[src/rtl/counter_dispatcher_pkg.sv]
// Shared definitions for the ticket dispatcher: FSM states, sizes, counter indices
// and the ticket-number wrap helper.
package counter_dispatcher_pkg;

    localparam int NUM_COUNTERS = 5;
    localparam int TICKET_W     = 6;
    localparam int TICKET_MAX   = 63;
    localparam int IDX_W        = 3;

    localparam logic [IDX_W-1:0] CNT_A = 3'd0;
    localparam logic [IDX_W-1:0] CNT_B = 3'd1;
    localparam logic [IDX_W-1:0] CNT_C = 3'd2;
    localparam logic [IDX_W-1:0] CNT_D = 3'd3;
    localparam logic [IDX_W-1:0] CNT_E = 3'd4;

    typedef enum logic [1:0] {
        ST_IDLE     = 2'd0,
        ST_ARB      = 2'd1,
        ST_ANNOUNCE = 2'd2
    } state_t;

    // Ticket numbers run 1..TICKET_MAX and skip 0, which means "none".
    function automatic logic [TICKET_W-1:0] next_ticket(input logic [TICKET_W-1:0] t);
        return (t == TICKET_W'(TICKET_MAX)) ? TICKET_W'(1) : t + TICKET_W'(1);
    endfunction

endpackage

[src/rtl/rr_arbiter5.sv]
// Combinational round-robin picker over five requesters; the search starts one
// position after the last granted index and wraps around.
module rr_arbiter5
    import counter_dispatcher_pkg::*;
(
    input  logic [NUM_COUNTERS-1:0] i_req,
    input  logic [IDX_W-1:0]        i_last,
    output logic [NUM_COUNTERS-1:0] o_grant,
    output logic [IDX_W-1:0]        o_idx,
    output logic                    o_valid
);

    logic [3:0] w_cand;

    always_comb begin
        o_grant = '0;
        o_idx   = '0;
        o_valid = 1'b0;
        w_cand  = '0;
        for (int k = 1; k <= NUM_COUNTERS; k++) begin
            w_cand = {1'b0, i_last} + 4'(k);
            if (w_cand >= 4'(NUM_COUNTERS)) begin
                w_cand = w_cand - 4'(NUM_COUNTERS);
            end
            if (!o_valid && i_req[w_cand[IDX_W-1:0]]) begin
                o_valid = 1'b1;
                o_idx   = w_cand[IDX_W-1:0];
            end
        end
        if (o_valid) begin
            o_grant[o_idx] = 1'b1;
        end
    end

endmodule

[src/rtl/counter_dispatcher.sv]
// Ticket dispenser and caller for five service counters: issues numbered tickets on
// button presses, queues them, and announces each to the next free counter in turn.
module counter_dispatcher
    import counter_dispatcher_pkg::*;
#(
    parameter int MAX_WAIT    = 16,
    parameter int CALL_CYCLES = 4
) (
    input  logic                    clk,
    input  logic                    rst,
    input  logic                    button,
    input  logic [NUM_COUNTERS-1:0] counter_done,
    output logic [TICKET_W-1:0]     ticket_number,
    output logic                    ticket_reject,
    output logic [TICKET_W-1:0]     waiting_count,
    output logic [NUM_COUNTERS-1:0] counter_busy,
    output logic                    call_valid,
    output logic [IDX_W-1:0]        counter_call,
    output logic [TICKET_W-1:0]     number_service,
    output logic [TICKET_W-1:0]     A_serviceNumber,
    output logic [TICKET_W-1:0]     B_serviceNumber,
    output logic [TICKET_W-1:0]     C_serviceNumber,
    output logic [TICKET_W-1:0]     D_serviceNumber,
    output logic [TICKET_W-1:0]     E_serviceNumber
);

    localparam int                  HOLD_W     = (CALL_CYCLES > 1) ? $clog2(CALL_CYCLES) : 1;
    localparam logic [HOLD_W-1:0]   HOLD_LAST  = HOLD_W'(CALL_CYCLES - 1);
    localparam logic [TICKET_W-1:0] MAX_WAIT_V = TICKET_W'(MAX_WAIT);

    logic                r_button;
    logic [TICKET_W-1:0] r_ticket_number;
    logic [TICKET_W-1:0] r_next_ticket;
    logic                r_reject;
    logic [TICKET_W-1:0] r_waiting;
    logic [TICKET_W-1:0] r_next_call;
    logic                r_busy [NUM_COUNTERS];
    logic [TICKET_W-1:0] r_svc  [NUM_COUNTERS];
    state_t              r_state;
    logic                r_call_valid;
    logic [IDX_W-1:0]    r_counter_call;
    logic [TICKET_W-1:0] r_number_service;
    logic [IDX_W-1:0]    r_last_grant;
    logic [HOLD_W-1:0]   r_hold_cnt;

    logic                    w_req_edge;
    logic                    w_issue;
    logic                    w_grant_en;
    logic [NUM_COUNTERS-1:0] w_busy;
    logic [NUM_COUNTERS-1:0] w_arb_grant;
    logic [IDX_W-1:0]        w_arb_idx;
    logic                    w_arb_valid;

    assign w_req_edge = button & ~r_button;
    assign w_issue    = w_req_edge && (r_waiting != MAX_WAIT_V);
    assign w_grant_en = (r_state == ST_ARB) && w_arb_valid;

    rr_arbiter5 u_arbiter (
        .i_req   (~w_busy),
        .i_last  (r_last_grant),
        .o_grant (w_arb_grant),
        .o_idx   (w_arb_idx),
        .o_valid (w_arb_valid)
    );

    // Ticket issue: one ticket per 0->1 step of the sampled button, refused when full.
    always_ff @(posedge clk or posedge rst) begin
        if (rst) begin
            r_button        <= 1'b0;
            r_ticket_number <= '0;
            r_next_ticket   <= TICKET_W'(1);
            r_reject        <= 1'b0;
        end else begin
            r_button <= button;
            r_reject <= w_req_edge && !w_issue;
            if (w_issue) begin
                r_ticket_number <= r_next_ticket;
                r_next_ticket   <= next_ticket(r_next_ticket);
            end
        end
    end

    always_ff @(posedge clk or posedge rst) begin
        if (rst) begin
            r_waiting <= '0;
        end else begin
            case ({w_issue, w_grant_en})
                2'b10:   r_waiting <= r_waiting + TICKET_W'(1);
                2'b01:   r_waiting <= r_waiting - TICKET_W'(1);
                default: r_waiting <= r_waiting;
            endcase
        end
    end

    // A grant only ever targets an idle counter, so it never collides with a done pulse
    // on a busy one; a done pulse on an idle counter just rewrites zeros.
    for (genvar gi = 0; gi < NUM_COUNTERS; gi++) begin : g_counter
        always_ff @(posedge clk or posedge rst) begin
            if (rst) begin
                r_busy[gi] <= 1'b0;
                r_svc[gi]  <= '0;
            end else if (w_grant_en && w_arb_grant[gi]) begin
                r_busy[gi] <= 1'b1;
                r_svc[gi]  <= r_next_call;
            end else if (counter_done[gi]) begin
                r_busy[gi] <= 1'b0;
                r_svc[gi]  <= '0;
            end
        end
        assign w_busy[gi] = r_busy[gi];
    end

    always_ff @(posedge clk or posedge rst) begin
        if (rst) begin
            r_state          <= ST_IDLE;
            r_call_valid     <= 1'b0;
            r_counter_call   <= '0;
            r_number_service <= '0;
            r_next_call      <= TICKET_W'(1);
            r_last_grant     <= CNT_E;
            r_hold_cnt       <= '0;
        end else begin
            case (r_state)
                ST_IDLE: begin
                    r_call_valid <= 1'b0;
                    if ((r_waiting != '0) && w_arb_valid) begin
                        r_state <= ST_ARB;
                    end
                end
                ST_ARB: begin
                    if (w_arb_valid) begin
                        r_state          <= ST_ANNOUNCE;
                        r_call_valid     <= 1'b1;
                        r_counter_call   <= w_arb_idx;
                        r_number_service <= r_next_call;
                        r_next_call      <= next_ticket(r_next_call);
                        r_last_grant     <= w_arb_idx;
                        r_hold_cnt       <= '0;
                    end else begin
                        r_state <= ST_IDLE;
                    end
                end
                ST_ANNOUNCE: begin
                    if (r_hold_cnt == HOLD_LAST) begin
                        r_state      <= ST_IDLE;
                        r_call_valid <= 1'b0;
                    end else begin
                        r_hold_cnt <= r_hold_cnt + HOLD_W'(1);
                    end
                end
                default: begin
                    r_state      <= ST_IDLE;
                    r_call_valid <= 1'b0;
                end
            endcase
        end
    end

    assign ticket_number   = r_ticket_number;
    assign ticket_reject   = r_reject;
    assign waiting_count   = r_waiting;
    assign counter_busy    = w_busy;
    assign call_valid      = r_call_valid;
    assign counter_call    = r_counter_call;
    assign number_service  = r_number_service;
    assign A_serviceNumber = r_svc[CNT_A];
    assign B_serviceNumber = r_svc[CNT_B];
    assign C_serviceNumber = r_svc[CNT_C];
    assign D_serviceNumber = r_svc[CNT_D];
    assign E_serviceNumber = r_svc[CNT_E];

endmodule
[config.mk]
export PLATFORM = sky130hd
export DESIGN_NAME = counter_dispatcher
export DESIGN_NICKNAME = d
export VERILOG_FILES = /design/src/rtl/counter_dispatcher_pkg.sv /design/src/rtl/rr_arbiter5.sv /design/src/rtl/counter_dispatcher.sv
export SDC_FILE = /design/constraint.sdc
export NUM_CORES = 1
export LEC_CHECK = 0
export BUFFER_PORTS_ARGS = -buffer_cell sky130_fd_sc_hd__buf_2
export CAP_MARGIN = 20
export CORE_ASPECT_RATIO = 2
export CORE_MARGIN = 8
export CORE_UTILIZATION = 60
export CTS_CLUSTER_SIZE = 10
export DETAILED_ROUTE_END_ITERATION = 8
export PLACE_DENSITY = 0.82
export SYNTH_ARGS = -nofsm -noshare
export SYNTH_HDL_FRONTEND = slang
export SYNTH_SLANG_ARGS = --single-unit
[constraint.sdc]
create_clock -name clk -period 8.97 [get_ports clk]
set_clock_uncertainty 0.1 [all_clocks]
set_input_delay 1.3455 -clock clk [delete_from_list [all_inputs] [get_ports clk]]
set_output_delay 1.3455 -clock clk [all_outputs]
set_load 0.03 [all_outputs]
; ---- Yosys cells after proc, flatten, opt, wreduce, memory -nomap -nowiden
; Cells that the tools add are included.
[op_classes]
eq_ne = 12
muxes = 61
bitwise = 3
shift = 0
n_addsub = 15
magnitude_cmp = 12
div_mod_pow = 0
reduce_logical = 32
n_mul = 0
[op_table]
columns = operator, count
row1 = two-way mux 6 bit, 12
row2 = two-way mux 3 bit, 10
row3 = less-than comparator 3 x 4 -> 1 bit (second input constant), 6
row4 = two-way mux 1 bit, 23
row5 = greater-or-equal comparator 4 x 3 -> 1 bit (second input constant), 5
row6 = adder 6 x 1 -> 6 bit (second input constant), 3
row7 = binary-select mux 1 bit (select 3 bit), 5
row8 = subtractor 3 bit (second input constant), 5
row9 = logical AND 1 bit, 14
row10 = nonzero test 2 bit, 7
row11 = equality test 6 bit (second input constant), 2
row12 = one-hot mux 6 bit (2 select lines), 1
row13 = two-way mux 2 bit, 5
row14 = adder 3 x 2 -> 4 bit (second input constant), 2
row15 = adder 3 x 3 -> 4 bit (second input constant), 2
row16 = inequality test 2 bit (second input constant), 4
row17 = equality test 2 bit (second input constant), 3
row18 = inequality test 6 x 5 -> 1 bit (second input constant), 1
row19 = one-hot mux 2 bit (3 select lines), 1
row20 = AND reduction 2 bit, 3
row21 = nonzero test 6 bit, 1
row22 = subtractor 6 x 1 -> 6 bit (second input constant), 1
row23 = logical NOT 1 bit, 5
row24 = two-way mux 5 bit, 1
row25 = 12 further kinds, 13
[word_totals]
latchBits = 0
ram_bits = 0
rom_bits = 0
wordCells = 157
input_bits = 8
n_memories = 0
out_inout_bits = 58
reg_bits = 78

; ---- Logic depth before layout (Yosys ltp)
[logic_depth]
depth_word = 25
mapped_depth = 24

; ---- Cells and area by module
; A second synthesis with hierarchy kept.
[unflattened]
cells_unflattened = 486
hier_area_um2 = 4425.5
[by_module_without_submodules]
columns = mod, area_per_inst_um2, cells_per_inst, instances
row1 = counter_dispatcher, 3368.2, 344, 1
row2 = rr_arbiter5, 1057.3, 142, 1

; ---- Worst setup path before layout
; No wires, ideal clock.
[synth_path]
path_type = register -> register
startpoint = register, netlist name counter_call[1]
endpoint = register r_waiting[4] (netlist: waiting_count[4])
stages_incl_launch_ff = 23
arrival_time_ns = 5.016
t_required_ns = 8.747
setup_time_ns = 0.123
n_path_buf = 3
synth_period_minus_slack_ns = 5.239
path_slack_ns = 3.731
path_cell_list = dfrtp_1 -> inv_1 -> ha_1 -> ha_1 -> a21oi_4 -> mux2_1 -> mux4_2 -> o211ai_2 -> nor3_1 -> or2_1 -> buf_6 -> inv_2 -> clkbuf_1 -> ha_1 -> clkbuf_1 -> xor2_1 -> ha_1 -> inv_1 -> o21ai_0 -> a21oi_1 -> a211oi_1 -> nor2_1 -> xnor2_1
[synth_lines]
columns = item, line_no
row1 = end signal: assignment, counter_dispatcher.sv:88  ; 2'b10: r_waiting <= r_waiting + TICKET_W'(1);
row2 = end signal: assignment, counter_dispatcher.sv:89  ; 2'b01: r_waiting <= r_waiting - TICKET_W'(1);
row3 = end signal: assignment, counter_dispatcher.sv:90  ; default: r_waiting <= r_waiting;
row4 = end: declaration, counter_dispatcher.sv:35  ; logic [TICKET_W-1:0] r_waiting;

==> results.yml <==
detailed_routing:
  num_vias: 3604
  wl_per_cell_um: 18.9
  wirelength_met1_mm: 4.01
  top_layer: "met4"
  drt-pass1-iter-count: 4
  vias_per_cell: 6.09
  met2_length_mm: 6.26
  drt_wl_total_mm: 11.2
  antenna_left: 0
  wl_met3_um: 475
  dr.first_iter.drc_count: 183
  drc_errors: 0
synth:
  synth.net_count: 462
  ys_seq_area_share_pct: 40.9
  synth_commonest_cells: "73 x dfrtp_1, 40 x nand2_1, 34 x nor2b_1, 27 x mux2_2, 21 x nor2_1"
  yosysWarnings: 0
  syn_avg_cell_area_um2: 10.7
  ys_types: 79
  synth-main-ff-cell: "dfrtp_1"
  async_reset_ff_share_pct: 100
  synth_top_cells_by_area: "dfrtp_1 39%, mux2_2 6.5%, nor2b_1 4.6%"
  synthCells: 437
  yosysMostFrequentCell: "dfrtp_1"
  synth_area_mm2: 0.00465
  synth_top_cell_by_area: "dfrtp_1"
  ys_seq_elements: 76
  synth_edf_count: 0
  synth_top_area_share_pct: 39.2
timing:
  rsz0062_at_grt: "false"
  fin_tns_setup_ns: 0
  post-route-period-util_pct: 69.1
  setup_violations: 0
  worst_slew_pin_slew_ns: 0.931
  hold_viol: 0
  slew-limit-headroom_pct: 37.9
  drv_slew: 0
  layout_min_cycle_time_ns: 6.19
  fmax_ghz: 0.161
floorplanning:
  pin_count: 66
  die-area_mm2: 0.0110
  fp.dieW_um: 78.3
  row_count: 45
  core_region_area_mm2: 0.00754
  fp.dieH_um: 141
  start_util_pct: 61.7
critical_path:
  critPathKind: "reg2reg"
  crit_chain: "inv_2 > ha_1 > ha_1 > a21oi_4 > mux2_1 > mux4_2 > o211ai_2 > nor3_1 > or2_1 > inv_2 > ha_1 > xor2_1 > ha_1 > inv_1 > o21ai_0 > a21oi_1 > a211oi_1 > nor2_1 > xnor2_1"
  critPathTopFamily: "adder cells"
  cp.arrival_ns: 6.31
  startpoint_type: "flop"
  crit_path_max_incr_delay_ns: 0.87
  worst-path-max-fanout: 26
  crit_slowest_cell: "dfrtp_1"
  critPathBufInv: 3
  required_ns: 9.09
  end_kind: "flop"
  cpMostUsedCell: "ha_1"
placed_design:
  dp_hpwl_mm: 8.50
  io_buffers: 65
  place.gp.congestion: 0.962
layout:
  finish.utilization_pct: 70.2
  layout-drive-gt1-share_pct: 29.7
  area_growth_pct: 13.7
  fill_cells: 579
  ff_latch_area_mm2: 0.00191
  finish.net_count: 518
  diodes: 0
  multiInputGateArea_mm2: 0.00258
clock_tree:
  clk_pin_slew_ns: 0.06
  htree_levels: 3
  post_cts_buffers: 0
  root_buffer: "clkbuf_16"
  clockBufferDepth: 2
  numCtsBuffers: 9
  clock_latency_ns: 0.33
  cts_tree: "yes"
  clkSinkCount: 76
  holdBufCountCts: 0
  cts_resized: 0
global_routing:
  grt_max_degree: 77
  antenna_found_initial: 0
  grtUsageTotal_pct: 21.2
  grt_first_pass_wirelength_mm: 18.6
  gr-total-overflow: 0
  grt_pass1_vias: 3810
worst_hold_path:
  hp-class: "reg2reg"
outcome:
  status: "complete, no violations"
flow_run:
  max_cap_viol_count: 0
routing by layer:
metal	vias to the layer above	global-route usage, %
met5	-	0
met4	0	12.8
met3	45	5.06
met2	115	38.5
met1	1767	20.5
li1	1677	-
state kept, by name, summed over array words and instances (netlist names):
signal,count
E_serviceNumber,6
waiting_count,6
number_service,6
r_state,2
B_serviceNumber,6
A_serviceNumber,6
D_serviceNumber,6
r_button,1
r_hold_cnt,2
ticket_number,6
r_next_ticket,6
ticket_reject,1
call_valid,1
counter_busy,5
r_next_call,6
C_serviceNumber,6
r_last_grant,1
counter_call,3
logic make-up after synthesis:
group | share of synthesized area (%)
compound gates | 13.9
xor+xnor | 3.39
fa+ha+maj | 4.73
buf+inv | 3.68
flops | 40.9
mux | 15.0
simple gates | 18.4
worst register-to-register path, delay by kind of cell (launching register included):
family	cells	cell delay, ns
multiplexers	2	0.91
flip-flops	1	0.87
adder cells (fa/ha/maj)	4	1.35
XOR/XNOR	2	0.31
buffers and inverters	3	0.73
AND/OR/NAND/NOR	3	0.72
AO/OA/AOI/OAI	5	1.10
layout by cell type (no fill, tap or decap), types with 5 or more instances in the layout:
cell type and n:
o31ai_1 5, a21o_1 9, nand3_1 6, nor2b_1 34
inv_1 14, xnor2_1 12, clkbuf_16 9, a21oi_1 14
nand2_1 40, o21ai_0 14, mux2_2 27, ha_1 16
mux2_4 12, nand2b_1 11, dfrtp_1 73, nor2_1 21
buf_2 65, xor2_1 6, mux2i_1 10
layout make-up:
type	count	share of cell area (%)
Sequential cell	76	36.0
Timing Repair Buffer	67	6.43
Multi-Input combinational cell	322	48.7
Clock inverter	4	0.615
Inverter	17	1.21
Tap cell	94	2.22
Clock buffer	12	4.85
through the flow:
| step | hold slack (ns) | cells | setup slack, ns | area [um2] |
|---|---|---|---|---|
| floorplan | 0.330 | 437 | 3.73 | 4650 |
| global placement | 0.350 | 575 | 3.12 | 5000 |
| detailed placement | 0.364 | 575 | 2.87 | 5000 |
| CTS | 0.384 | 591 | 2.83 | 5290 |
| global route | 0.408 | 592 | 2.37 | 5290 |
| finish | 0.382 | 592 | 2.78 | 5290 |
worst paths after layout:
kind	from	to	slack (ns)	depth (start not counted)
worst min register to register	waiting_count[5]	waiting_count[5]	0.38	1
worst max register to register	counter_call[0]	waiting_count[4]	2.78	19
worst max-delay path	counter_call[0]	waiting_count[4]	2.78	19
worst min-delay path	waiting_count[5]	waiting_count[5]	0.38	1
max in group asynchronous	rst	waiting_count[0]	6.97	3
min in group asynchronous	rst	B_serviceNumber[3]	1.18	3
Power is not shown: default switching activity piles up to over one toggle a cycle in this logic, so the estimate is an artifact.
